[src/rtl/uart_rx_pkg.sv]
// Shared state encoding and supported oversampling ratios for the UART receive path.
// Pure declarations: no latency, no backpressure.
package uart_rx_pkg;

   typedef enum logic [2:0] {
      IDLE   = 3'd0,
      START  = 3'd1,
      DATA   = 3'd2,
      PARITY = 3'd3,
      STOP   = 3'd4
   } rx_state_t;

   localparam logic [5:0] PRESCALE_8  = 6'd8;
   localparam logic [5:0] PRESCALE_16 = 6'd16;
   localparam logic [5:0] PRESCALE_32 = 6'd32;

   function automatic logic is_supported_prescale(input logic [5:0] ps);
      return (ps == PRESCALE_8) || (ps == PRESCALE_16) || (ps == PRESCALE_32);
   endfunction

endpackage

[src/rtl/uart_rx_fsm_if.sv]
// Line, sampler and consumer signals of the UART frame controller (err_count only with UART_RX_ERR_CNT_EN).
// Wiring only: no latency, no backpressure (strobes are fire-and-forget).
interface uart_rx_fsm_if #(parameter int DATA_WIDTH = 8);

   logic                  RX_IN;
   logic [5:0]            prescale;
   logic                  PAR_EN;
   logic                  PAR_TYP;
   logic                  sampled_data;
   logic                  sampled_data_valid;
   logic                  data_sampler_enable;
   logic [5:0]            edge_count;
   logic [DATA_WIDTH-1:0] P_DATA;
   logic                  data_valid;
   logic                  parity_error;
   logic                  stop_error;
   logic                  start_glitch;
`ifdef UART_RX_ERR_CNT_EN
   logic [7:0]            err_count;

   modport master (
      input  RX_IN, prescale, PAR_EN, PAR_TYP, sampled_data, sampled_data_valid,
      output data_sampler_enable, edge_count, P_DATA, data_valid,
             parity_error, stop_error, start_glitch, err_count
   );
   modport slave (
      output RX_IN, prescale, PAR_EN, PAR_TYP, sampled_data, sampled_data_valid,
      input  data_sampler_enable, edge_count, P_DATA, data_valid,
             parity_error, stop_error, start_glitch, err_count
   );
`else
   modport master (
      input  RX_IN, prescale, PAR_EN, PAR_TYP, sampled_data, sampled_data_valid,
      output data_sampler_enable, edge_count, P_DATA, data_valid,
             parity_error, stop_error, start_glitch
   );
   modport slave (
      output RX_IN, prescale, PAR_EN, PAR_TYP, sampled_data, sampled_data_valid,
      input  data_sampler_enable, edge_count, P_DATA, data_valid,
             parity_error, stop_error, start_glitch
   );
`endif

endinterface

[src/rtl/uart_rx_edge_bit_counter.sv]
// Tick-within-bit and bit-within-frame counters for the UART receive FSM.
// Wrap flag is combinational from the registered tick count; no backpressure.
module uart_rx_edge_bit_counter
   import uart_rx_pkg::*;
#(
   parameter int DATA_WIDTH = 8
) (
   input  logic       i_clk,
   input  logic       i_rst_n,
   input  logic       i_run,
   input  logic       i_clr,
   input  logic       i_bit_clr,
   input  logic [5:0] i_prescale,
   output logic [5:0] o_edge_count,
   output logic       o_edge_wrap,
   output logic       o_bit_last
);

   logic [5:0] r_edge;
   logic [3:0] r_bit;
   logic [5:0] w_limit;

   assign w_limit = i_prescale - 6'd1;

   // >= rather than == so a mid-frame prescale drop still wraps on the next tick
   assign o_edge_wrap  = i_run && (r_edge >= w_limit);
   assign o_bit_last   = (r_bit == 4'(DATA_WIDTH - 1));
   assign o_edge_count = r_edge;

   always_ff @(posedge i_clk or negedge i_rst_n) begin
      if (!i_rst_n) begin
         r_edge <= '0;
         r_bit  <= '0;
      end else begin
         if (i_clr || !i_run || o_edge_wrap) begin
            r_edge <= '0;
         end else begin
            r_edge <= r_edge + 6'd1;
         end

         if (i_clr || i_bit_clr) begin
            r_bit <= '0;
         end else if (o_edge_wrap) begin
            r_bit <= r_bit + 4'd1;
         end
      end
   end

endmodule

[src/rtl/uart_rx_fsm.sv]
// UART receive frame controller: start/data/parity/stop sequencing, word assembly, error strobes (+err_count under UART_RX_ERR_CNT_EN).
// Strobes registered 1 cycle after the qualifying sampled_data_valid; no backpressure, consumer must take P_DATA on data_valid.
module uart_rx_fsm
   import uart_rx_pkg::*;
#(
   parameter int DATA_WIDTH = 8
) (
   input  logic          clk_based_on_prescale,
   input  logic          rst_n,
   uart_rx_fsm_if.master bus
);

   rx_state_t             r_state;
   logic                  r_enable;
   logic                  r_parity;
   logic                  r_sticky;
   logic                  r_data_valid;
   logic                  r_parity_error;
   logic                  r_stop_error;
   logic                  r_start_glitch;
   logic [DATA_WIDTH-1:0] r_shift;
   logic [DATA_WIDTH-1:0] r_p_data;

   logic                  w_run;
   logic                  w_bit_clr;
   logic                  w_glitch;
   logic                  w_wrap;
   logic                  w_bit_last;
   logic [5:0]            w_edge_count;

   assign w_run     = (r_state != IDLE);
   assign w_bit_clr = (r_state != DATA);
   assign w_glitch  = (r_state == START) && bus.sampled_data_valid && bus.sampled_data;

   uart_rx_edge_bit_counter #(.DATA_WIDTH(DATA_WIDTH)) u_cnt (
      .i_clk        (clk_based_on_prescale),
      .i_rst_n      (rst_n),
      .i_run        (w_run),
      .i_clr        (w_glitch),
      .i_bit_clr    (w_bit_clr),
      .i_prescale   (bus.prescale),
      .o_edge_count (w_edge_count),
      .o_edge_wrap  (w_wrap),
      .o_bit_last   (w_bit_last)
   );

   always_ff @(posedge clk_based_on_prescale or negedge rst_n) begin
      if (!rst_n) begin
         r_state        <= IDLE;
         r_enable       <= 1'b0;
         r_parity       <= 1'b0;
         r_sticky       <= 1'b0;
         r_data_valid   <= 1'b0;
         r_parity_error <= 1'b0;
         r_stop_error   <= 1'b0;
         r_start_glitch <= 1'b0;
         r_shift        <= '0;
         r_p_data       <= '0;
      end else begin
         r_data_valid   <= 1'b0;
         r_parity_error <= 1'b0;
         r_stop_error   <= 1'b0;
         r_start_glitch <= 1'b0;

         case (r_state)
            IDLE: begin
               if (!bus.RX_IN && is_supported_prescale(bus.prescale)) begin
                  r_state  <= START;
                  r_enable <= 1'b1;
                  r_sticky <= 1'b0;
                  r_parity <= 1'b0;
               end
            end
            START: begin
               if (w_glitch) begin
                  r_start_glitch <= 1'b1;
                  r_state        <= IDLE;
                  r_enable       <= 1'b0;
               end else if (w_wrap) begin
                  r_state <= DATA;
               end
            end
            DATA: begin
               if (bus.sampled_data_valid) begin
                  r_shift  <= {bus.sampled_data, r_shift[DATA_WIDTH-1:1]};
                  r_parity <= r_parity ^ bus.sampled_data;
               end
               if (w_wrap && w_bit_last) begin
                  r_state <= bus.PAR_EN ? PARITY : STOP;
               end
            end
            PARITY: begin
               if (bus.sampled_data_valid && ((r_parity ^ bus.PAR_TYP) != bus.sampled_data)) begin
                  r_parity_error <= 1'b1;
                  r_sticky       <= 1'b1;
               end
               if (w_wrap) begin
                  r_state <= STOP;
               end
            end
            STOP: begin
               if (bus.sampled_data_valid) begin
                  if (!bus.sampled_data) begin
                     r_stop_error <= 1'b1;
                  end else if (!r_sticky) begin
                     r_p_data     <= r_shift;
                     r_data_valid <= 1'b1;
                  end
               end
               if (w_wrap) begin
                  r_state  <= IDLE;
                  r_enable <= 1'b0;
               end
            end
            default: begin
               r_state  <= IDLE;
               r_enable <= 1'b0;
            end
         endcase
      end
   end

   assign bus.data_sampler_enable = r_enable;
   assign bus.edge_count          = w_edge_count;
   assign bus.P_DATA              = r_p_data;
   assign bus.data_valid          = r_data_valid;
   assign bus.parity_error        = r_parity_error;
   assign bus.stop_error          = r_stop_error;
   assign bus.start_glitch        = r_start_glitch;

`ifdef UART_RX_ERR_CNT_EN
   logic [7:0] r_err_count;

   always_ff @(posedge clk_based_on_prescale or negedge rst_n) begin
      if (!rst_n) begin
         r_err_count <= '0;
      end else if ((r_parity_error || r_stop_error || r_start_glitch) && (r_err_count != 8'hFF)) begin
         r_err_count <= r_err_count + 8'd1;
      end
   end

   assign bus.err_count = r_err_count;
`endif

endmodule
[src/flat_wrapper.sv]
// flat-port wrapper written by rule: the top's interface ports become plain ports
module uart_rx_fsm_flat import uart_rx_pkg::*;
#(
   parameter int DATA_WIDTH = 8
)
  (clk_based_on_prescale, rst_n, bus_RX_IN, bus_prescale, bus_PAR_EN, bus_PAR_TYP, bus_sampled_data, bus_sampled_data_valid, bus_data_sampler_enable, bus_edge_count, bus_P_DATA, bus_data_valid, bus_parity_error, bus_stop_error, bus_start_glitch);
  uart_rx_fsm_if #(.DATA_WIDTH(DATA_WIDTH)) bus_i ();
  input  logic clk_based_on_prescale;
  input  logic rst_n;
  input wire logic [$bits(bus_i.RX_IN)-1:0] bus_RX_IN;
  input wire logic [$bits(bus_i.prescale)-1:0] bus_prescale;
  input wire logic [$bits(bus_i.PAR_EN)-1:0] bus_PAR_EN;
  input wire logic [$bits(bus_i.PAR_TYP)-1:0] bus_PAR_TYP;
  input wire logic [$bits(bus_i.sampled_data)-1:0] bus_sampled_data;
  input wire logic [$bits(bus_i.sampled_data_valid)-1:0] bus_sampled_data_valid;
  output wire logic [$bits(bus_i.data_sampler_enable)-1:0] bus_data_sampler_enable;
  output wire logic [$bits(bus_i.edge_count)-1:0] bus_edge_count;
  output wire logic [$bits(bus_i.P_DATA)-1:0] bus_P_DATA;
  output wire logic [$bits(bus_i.data_valid)-1:0] bus_data_valid;
  output wire logic [$bits(bus_i.parity_error)-1:0] bus_parity_error;
  output wire logic [$bits(bus_i.stop_error)-1:0] bus_stop_error;
  output wire logic [$bits(bus_i.start_glitch)-1:0] bus_start_glitch;
  assign bus_i.RX_IN = bus_RX_IN;
  assign bus_i.prescale = bus_prescale;
  assign bus_i.PAR_EN = bus_PAR_EN;
  assign bus_i.PAR_TYP = bus_PAR_TYP;
  assign bus_i.sampled_data = bus_sampled_data;
  assign bus_i.sampled_data_valid = bus_sampled_data_valid;
  assign bus_data_sampler_enable = bus_i.data_sampler_enable;
  assign bus_edge_count = bus_i.edge_count;
  assign bus_P_DATA = bus_i.P_DATA;
  assign bus_data_valid = bus_i.data_valid;
  assign bus_parity_error = bus_i.parity_error;
  assign bus_stop_error = bus_i.stop_error;
  assign bus_start_glitch = bus_i.start_glitch;
  uart_rx_fsm #(.DATA_WIDTH(DATA_WIDTH)) u_core (.clk_based_on_prescale(clk_based_on_prescale), .rst_n(rst_n), .bus(bus_i));
endmodule
[config.mk]
export PLATFORM = sky130hd
export DESIGN_NAME = uart_rx_fsm_flat
export DESIGN_NICKNAME = d
export VERILOG_FILES = /design/src/rtl/uart_rx_pkg.sv /design/src/rtl/uart_rx_fsm_if.sv /design/src/rtl/uart_rx_edge_bit_counter.sv /design/src/rtl/uart_rx_fsm.sv /design/src/flat_wrapper.sv
export SDC_FILE = /design/constraint.sdc
export NUM_CORES = 1
export LEC_CHECK = 0
export CAP_MARGIN = 25
export CORE_MARGIN = 4
export CORE_UTILIZATION = 23
export CTS_CLUSTER_DIAMETER = 40
export DETAILED_ROUTE_END_ITERATION = 16
export PLACE_DENSITY = 0.39
export SLEW_MARGIN = 0
export SYNTH_ARGS = -nofsm -noshare
export SYNTH_HDL_FRONTEND = slang
export SYNTH_SLANG_ARGS = --single-unit
export TNS_END_PERCENT = 1
[constraint.sdc]
create_clock -name clk_based_on_prescale -period 3.9 [get_ports clk_based_on_prescale]
set_input_delay 0.78 -clock clk_based_on_prescale [delete_from_list [all_inputs] [get_ports clk_based_on_prescale]]
set_output_delay 0.78 -clock clk_based_on_prescale [all_outputs]
set_load 0.03 [all_outputs]
* Yosys cells after proc, flatten, opt, wreduce, memory -nomap -nowiden
Cells that the tools add are included.
** Operators by class
- Eq/ne operators :: 18
- Reductions and logical operators :: 25
- Shift-type cells :: 0
- Bitwise operators :: 4
- Multipliers :: 0
- Muxes and demuxes :: 31
- Divide/modulo/power cells :: 0
- Order comparisons :: 1
- Add/sub/neg operators :: 3
** Operator list (number)
- 2-to-1 mux 3 bit :: 7
- 2-to-1 mux 1 bit :: 17
- one-hot mux 3 bit (5 select lines) :: 1
- 2-to-1 mux 4 bit :: 2
- != test 2 bit (second input constant) :: 4
- AND reduction 4 bit :: 2
- adder 6 x 1 -> 6 bit (second input constant) :: 1
- == test 3 x 2 -> 1 bit (second input constant) :: 2
- == test 6 x 4 -> 1 bit (second input constant) :: 1
- == test 6 x 5 -> 1 bit (second input constant) :: 1
- == test 6 bit (second input constant) :: 1
- >= comparator 6 bit :: 1
- logical AND 1 bit :: 6
- 2-to-1 mux 6 bit :: 1
- != test 2 x 1 -> 1 bit (second input constant) :: 3
- AND reduction 3 bit :: 2
- nonzero test 2 bit :: 3
- subtractor 6 x 1 -> 6 bit (second input constant) :: 1
- logical OR 1 bit :: 5
- AND reduction 5 bit :: 1
- adder 4 x 1 -> 4 bit (second input constant) :: 1
- == test 4 x 3 -> 1 bit (second input constant) :: 1
- one-hot mux 1 bit (2 select lines) :: 2
- one-hot mux 1 bit (4 select lines) :: 1
- 12 further kinds :: 15
** Storage, ports and cells
- ROM bits :: 0
- Memories :: 0
- Flip-flop bits (word level) :: 36
- Output and inout bits :: 19
- RAM bits :: 0
- Bits in latches :: 0

* Depth between registers and ports, before layout
Gate-level depths: netlist of the first run.
- Depth after elaboration :: 6
- Gate-level depth with buffers :: 10
- Gate-level depth less buffers :: 9

* Hierarchy
A second synthesis of the first run with hierarchy kept.
** Unflattened totals
- Cell total of the unflattened synthesis :: 167
- Area, all modules :: 1909.3 um^2
** Modules (own cells, without submodules)
- uart_rx_fsm :: area each 1163.6 um^2, times used 1, seq. area each 650.6 um^2, cells an instance 93
- uart_rx_edge_bit_counter :: area each 745.7 um^2, times used 1, seq. area each 250.2 um^2, cells an instance 74

* Least setup slack after synthesis of the first run
Ideal clock, no wire load.
- Path type :: input to register
- Start :: input port bus_prescale[1]
- End :: register u_core.u_cnt.r_bit[2]
- Path slack :: 1236 ps
- Cell stages on the path :: 9
- Setup time :: 120 ps
- Data arrival time :: 2544 ps
- Cell sequence :: or3_1 -> nor3_1 -> xnor2_1 -> ha_1 -> nand4_1 -> o221ai_1 -> buf_4 -> a31oi_1 -> a41o_1
** On the way
- Word-level cells in the longest chain between the ends :: 4
** RTL lines
- from (decl) :: line flat_wrapper.sv:11 : input wire logic [$bits(bus_i.prescale)-1:0] bus_prescale;
- subtractor 6 x 1 -> 6 bit :: line uart_rx_edge_bit_counter.sv:23 : assign w_limit = i_prescale - 6'd1;
- >= comparator 6 bit :: line uart_rx_edge_bit_counter.sv:26 : assign o_edge_wrap = i_run && (r_edge >= w_limit);
- logical AND 1 bit :: line uart_rx_edge_bit_counter.sv:26
- nonzero test 2 bit (no line)
- to (signal assigned) :: line uart_rx_edge_bit_counter.sv:44 : r_bit <= r_bit + 4'd1;
- to (decl) :: line uart_rx_edge_bit_counter.sv:20 : logic [3:0] r_bit;
No other way between the ends.
A chain may end at the register's enable or synchronous reset.

* Worst setup path in the final report of the first run
- Start :: input port bus_prescale[2]
- End :: register u_core.u_cnt.r_bit[2]
Same word-level chain as after synthesis.

==> results.sh, run 1 <==
export IMPL_post_route_period_util_pct=78.07
export IMPL_cts_buffers=5
export IMPL_finalClockSkew_ns=0.006698
export IMPL_hold_class="reg -> reg"
export IMPL_io_pins=32
export IMPL_yosys_warnings=0
export IMPL_place_ws_ns=0.5434
export IMPL_p_leak_nw=1.057
export IMPL_met2_usage_pct=13.34
export IMPL_ant_nets=0
export IMPL_min_delay_start="u_core.bus.P_DATA[1]$_DFFE_PN0P_"
export IMPL_powerDensity_nw_per_um2=381.8
export IMPL_use_met1_pct=12.18
export IMPL_ys_seq_elements=36
export IMPL_worstPathRequired_ns=4.08
export IMPL_r2r_slack_ns=1.96
export IMPL_hold_buffers=0
export IMPL_final_core_util_pct=30.08
export IMPL_synth_avg_cell_area_um2=11.00
export IMPL_pwr_share_clk_pct=30.3
export IMPL_vdd_drop_max_uv=138.7
export IMPL_numPortBuffers=31
export IMPL_final_layout_size_suffix_gt1_share_pct=15.92
export IMPL_r2r_end="u_core.r_state[0]$_DFFE_PN0P_"
export IMPL_cts_buffer_depth=2
export IMPL_synth_top_area_share_pct=49.05
export IMPL_crit_type="in -> reg"
export IMPL_drt_iter0_drc=35
export IMPL_mostFrequentLayoutCells="dfrtp_1 (36), clkdlybuf4s50_1 (30), nor2_1 (19)"
export IMPL_max_freq_mhz=328.5
export IMPL_wirelength_um=4001
export IMPL_grtUsageMet3_pct=3.733
export IMPL_start_kind="input port"
export IMPL_grt_overflow_total=0
export IMPL_postCtsResizedCells=0
export IMPL_power_switching_uw=286.1
export IMPL_initial_core_util_pct=23.77
export IMPL_nets=223
export IMPL_synthArstFlopShare_pct=100.0
export IMPL_syn_inst=167
export IMPL_arrival_ns=3.23
export IMPL_rr_startpoint="u_core.u_cnt.o_edge_count[0]$_DFF_PN0_"
export IMPL_p_int_uw=601.4
export IMPL_num_vias=1288
export IMPL_worstHoldEndpoint="u_core.bus.P_DATA[1]$_DFFE_PN0P_"
export IMPL_grt_max_degree=37
export IMPL_gr_max_usage_layer="met2"
export IMPL_synth_edf_count=0
export IMPL_ys_flop_type="dfrtp_1"
export IMPL_routedWlPerCell_um=13.20
export IMPL_insertedDiodeCount=0
export IMPL_area_growth_syn_to_layout_pct=26.57
export IMPL_grt_pass1_wl_um=6955
export IMPL_setup_slack_ns=0.8554
export IMPL_yosysUniqueCellTypes=40
export IMPL_cts_sinks=36
export IMPL_whs_path_depth=1
export IMPL_synth_area_top_cells="dfrtp_1 (49%), mux2_2 (9.2%), ha_1 (6.8%)"
export IMPL_h_tree_depth=2
export IMPL_yosysTopAreaCell="dfrtp_1"
export IMPL_remaining_drc_errors=0
export IMPL_clkTransAtPathRegs_ns=0.08
export IMPL_ys_seq_area_share_pct=49.05
export IMPL_fin_crit_ns=3.045
export IMPL_finalMaxSlewViolations=0
export IMPL_rsz0062_at_grt="false"
export IMPL_p_comb_share_pct=22.2
export IMPL_track_usage_pct=9.139
export IMPL_die_h_um=97.37
export IMPL_die_w_um=97.37
export IMPL_maxCapViolations=0
export IMPL_netlist_area_um2=1837
export IMPL_grt_pass1_vias=1377
export IMPL_worst_pin_slew_ns=0.8295
export IMPL_pwr_share_seq_pct=47.5
export IMPL_dpl_hpwl_um=2899
export IMPL_post_cts_setup_buffers=0
export IMPL_cp_end_kind="flop"
export IMPL_antenna_found_initial=0
export IMPL_rows=32
export IMPL_mostFrequentLayoutCell="dfrtp_1"
export IMPL_routabilityCongestion=0.6878
export IMPL_dieArea_um2=9480
export IMPL_status="complete, no violations"
export IMPL_firstDrtPassIters=4
export IMPL_cp_max_fo=6
export IMPL_insertion_delay_ns=0.29
export IMPL_hold_viol=0
export IMPL_relSlewSlack_pct=44.70
export IMPL_vias_per_cell=4.251
export IMPL_fin_setup_tns_ns=0
export IMPL_n_fill_cell=794
export IMPL_cts_tree="done"
export IMPL_reg2reg_depth=7
export IMPL_syn_num_nets=190
export IMPL_coreArea_um2=7727
export IMPL_p_sw_share_pct=32.24
export IMPL_setup_viol=0
export IMPL_cts_root_buffer="clkbuf_8"
synthesized netlist by cell type (2+ instances only):
cell and instances:
xnor2_1 7, buf_2 2, xor2_1 5, nand3_1 3, nand4_1 2, mux2_2 15, nor3_1 3, ha_1 10
mux2i_1 2, nand2b_1 4, a21oi_1 9, inv_1 6, nor2_1 19, buf_4 3, o21ai_0 5, nand2_1 11
dfrtp_1 36, or3_1 3
registers in the layout (all words and copies together) (netlist names), 3 cells and up:
register / cells
u_core.bus.P_DATA: 8
u_core.r_shift: 8
u_core.r_state: 3
u_core.u_cnt.o_edge_count: 6
u_core.u_cnt.r_bit: 4
kinds of logic (layout without fill, tap and decap cells):
kind of cell | after synthesis | in the layout | share of synthesized area, %
AOI/OAI and AO/OA | 23 | 23 | 8.175
buffers and inverters | 13 | 47 | 3.814
muxes | 17 | 17 | 10.29
xor gates and xnor gates | 12 | 12 | 5.722
and+or+nand+nor | 56 | 56 | 16.15
DFF | 36 | 36 | 49.05
adders and majority gates | 10 | 10 | 6.812
final cells by class:
cell class              count  area (um2)  area share (%)
flip-flops and latches     36       900.9           38.75
multi-input cells         118       865.8           37.24
repair buffers             33       320.3           13.78
well taps                 102       127.6           5.490
clock buffers               5       68.82           2.960
inverters                   6       22.52          0.9688
clock inverters             3       18.77          0.8073
power groups by stage:
stage	sequential [mW]	combinational, mW	clock [mW]
after CTS	0.421	0.204	0.287
final	0.421	0.197	0.269
after global routing	0.425	0.223	0.297
after global placement	0.429	0.204	0
after detailed placement	0.428	0.203	0
after floorplan	0.448	0.102	0
per-stage QoR:
step	instance area (um2)	power, mW	hold slack, ns	instances
global route	2325	0.9457	0.5347	303
CTS	2325	0.9117	0.5204	303
floorplan	1837	0.5502	0.4749	167
finish	2325	0.8876	0.5150	303
global placement	2237	0.6328	0.4945	295
detailed placement	2237	0.6308	0.4919	295
layer usage:
| layer | part of all wire (%) | vias to the layer above |
|---|---|---|
| li1 | - | 647 |
| met1 | 49 | 602 |
| met2 | 43 | 33 |
| met3 | 7.0 | 6 |
| met4 | 1.4 | 0 |
| met5 | 0 | - |
critical path, stage by stage:
cell and delay (ns):
clkdlybuf4s50_1 0.48, or3_1 0.41, nor3_1 0.19, xnor2_1 0.10
ha_1 0.31, nand4_1 0.09, o221ai_1 0.35, buf_4 0.23
a31oi_1 0.08, a41o_1 0.20
worst max path at each step:
| stage | startpoint | endpoint | slack, ns | cells after the start |
|---|---|---|---|---|
| detailed placement | bus_prescale[2] | u_core.u_cnt.r_bit[2]$_DFFE_PN0P_ | 0.54 | 10 |
| CTS | bus_prescale[2] | u_core.u_cnt.r_bit[2]$_DFFE_PN0P_ | 0.86 | 10 |
| floorplan | bus_prescale[1] | u_core.u_cnt.r_bit[2]$_DFFE_PN0P_ | 1.24 | 9 |
| finish | bus_prescale[2] | u_core.u_cnt.r_bit[2]$_DFFE_PN0P_ | 0.86 | 10 |
| global placement | bus_prescale[2] | u_core.u_cnt.r_bit[2]$_DFFE_PN0P_ | 0.61 | 10 |
| global route | bus_prescale[2] | u_core.u_cnt.r_bit[1]$_DFFE_PN0P_ | 0.65 | 10 |
(Power assumes the default switching activity.)
==> run 2, diff against run 1 <==
- clock period: 3.9 -> 2.85 ns (I/O delays scaled with it)
==> run 2 against run 1 <==
Register-to-register slack lost 1.1 ns. Largest cell class unchanged. Core utilization grew 0.92 points. Power grew 47%. Die area is the same. Sequential power grew 37%. Critical path type unchanged. Largest power group unchanged. Setup slack lost 0.73 ns. Sequential cell count is the same.
==> results.sh, run 2 (synthesized netlist as in run 1, its figures left out) <==
export IMPL_hold_class="in -> async"
export IMPL_wirelength_um=3946
export IMPL_cts_tree="done"
export IMPL_final_cells=308
export IMPL_drt_iter0_drc=58
export IMPL_hold_viol=0
export IMPL_hold_worst_slack_ns=0.3796
export IMPL_fin_crit_ns=2.721
export IMPL_max_freq_mhz=367.5
export IMPL_cts_root_buffer="clkbuf_8"
export IMPL_grt_pass1_vias=1435
export IMPL_status="complete, no violations"
export IMPL_hold_buffers=0
export IMPL_nets=228
export IMPL_vdd_drop_max_uv=235.2
export IMPL_start_kind="input port"
export IMPL_vias_per_cell=4.227
export IMPL_cts_buffer_depth=2
export IMPL_dieArea_um2=9480
export IMPL_grt_pass1_wl_um=7327
export IMPL_rr_startpoint="u_core.u_cnt.o_edge_count[0]$_DFF_PN0_"
export IMPL_crit_type="in -> reg"
export IMPL_final_layout_size_suffix_gt1_share_pct=18.93
export IMPL_post_route_period_util_pct=95.48
export IMPL_reg2reg_depth=8
export IMPL_arrival_ns=2.90
export IMPL_num_vias=1302
export IMPL_cts_sinks=36
export IMPL_insertion_delay_ns=0.29
export IMPL_powerDensity_nw_per_um2=543.3
export IMPL_finalMaxSlewViolations=0
export IMPL_cp_max_fo=7
export IMPL_h_tree_depth=2
export IMPL_clkTransAtPathRegs_ns=0.08
export IMPL_firstDrtPassIters=4
export IMPL_finalClockSkew_ns=0.007950
export IMPL_initial_core_util_pct=23.77
export IMPL_coreArea_um2=7727
export IMPL_p_leak_nw=1.090
export IMPL_insertedDiodeCount=0
export IMPL_ant_nets=0
export IMPL_routedWlPerCell_um=12.81
export IMPL_r2r_end="u_core.r_state[0]$_DFFE_PN0P_"
export IMPL_relSlewSlack_pct=44.40
export IMPL_numPortBuffers=31
export IMPL_remaining_drc_errors=0
export IMPL_antenna_found_initial=0
export IMPL_r2r_slack_ns=0.87
export IMPL_rows=32
export IMPL_io_pins=32
export IMPL_cts_buffers=5
export IMPL_maxCapViolations=0
export IMPL_worstPathRequired_ns=3.03
export IMPL_die_h_um=97.37
export IMPL_dpl_hpwl_um=2830
export IMPL_dp_cells=300
export IMPL_fin_setup_tns_ns=0
export IMPL_worst_pin_slew_ns=0.8340
export IMPL_die_w_um=97.37
export IMPL_grt_max_degree=37
export IMPL_setup_viol=0
export IMPL_mostFrequentLayoutCell="dfrtp_1"
export IMPL_area_growth_syn_to_layout_pct=30.45
export IMPL_mostFrequentLayoutCells="dfrtp_1 (36), clkdlybuf4s50_1 (30), nor2_1 (19)"
export IMPL_rsz0062_at_grt="false"
export IMPL_cp_end_kind="flop"
export IMPL_grt_overflow_total=0
export IMPL_routabilityCongestion=0.7535
export IMPL_track_usage_pct=9.431
run 2: power by group:
part | switching (mW) | internal (mW)
registers | 0.0368 | 0.539
clock network | 0.191 | 0.259
logic | 0.157 | 0.118
run 2: metal layers:
layer	global-route usage (%)	part of all wire (%)	routed length, um	up-vias
met4	3.408	1.1	45	0
met3	3.589	6.6	262	4
met5	0	0	0	-
met1	13.43	50	1975	606
li1	-	-	-	658
met2	12.86	42	1662	34
run 2: worst max path at each step:
| stage | start | to |
|---|---|---|
| detailed placement | bus_prescale[1] | u_core.r_state[0]$_DFFE_PN0P_ |
| global placement | bus_prescale[1] | u_core.r_state[0]$_DFFE_PN0P_ |
| floorplan | bus_prescale[1] | u_core.u_cnt.r_bit[2]$_DFFE_PN0P_ |
| finish | bus_prescale[1] | u_core.r_state[0]$_DFFE_PN0P_ |
| global route | bus_prescale[1] | u_core.u_cnt.r_bit[2]$_DFFE_PN0P_ |
| CTS | bus_prescale[1] | u_core.r_state[0]$_DFFE_PN0P_ |
run 2: worst max-delay path, cell delays in order:
cell	delay [ns]
clkdlybuf4s50_1	0.42
or3_4	0.40
buf_4	0.14
xor2_1	0.14
ha_1	0.30
a21oi_1	0.14
o221ai_1	0.14
buf_4	0.18
or3_1	0.34
and3_1	0.15
run 2: layout make-up:
type / count / area (um2)
tap: 102 / 127.6
fill: 802 / 5331
clock buffer: 5 / 68.82
timing repair buffer: 38 / 357.8
clock inverter: 3 / 42.54
multi-input combinational: 118 / 875.8
sequential: 36 / 900.9
inverter: 6 / 22.52
run 2: what timing repair did:
action                     CTS  global route
buffers inserted             0             0
gates resized for setup      0             2
setup endpoints to repair    0             2
run 2: stage by stage:
stage	setup slack [ns]	area, um2	utilization, %	power [mW]
global route	0.02277	2396	31.01	1.387
CTS	0.1052	2386	30.88	1.334
detailed placement	-0.1965	2275	29.44	0.8666
floorplan	0.3959	1837	-	0.7530
finish	0.1289	2396	31.01	1.302
global placement	-0.1734	2275	29.44	0.8687
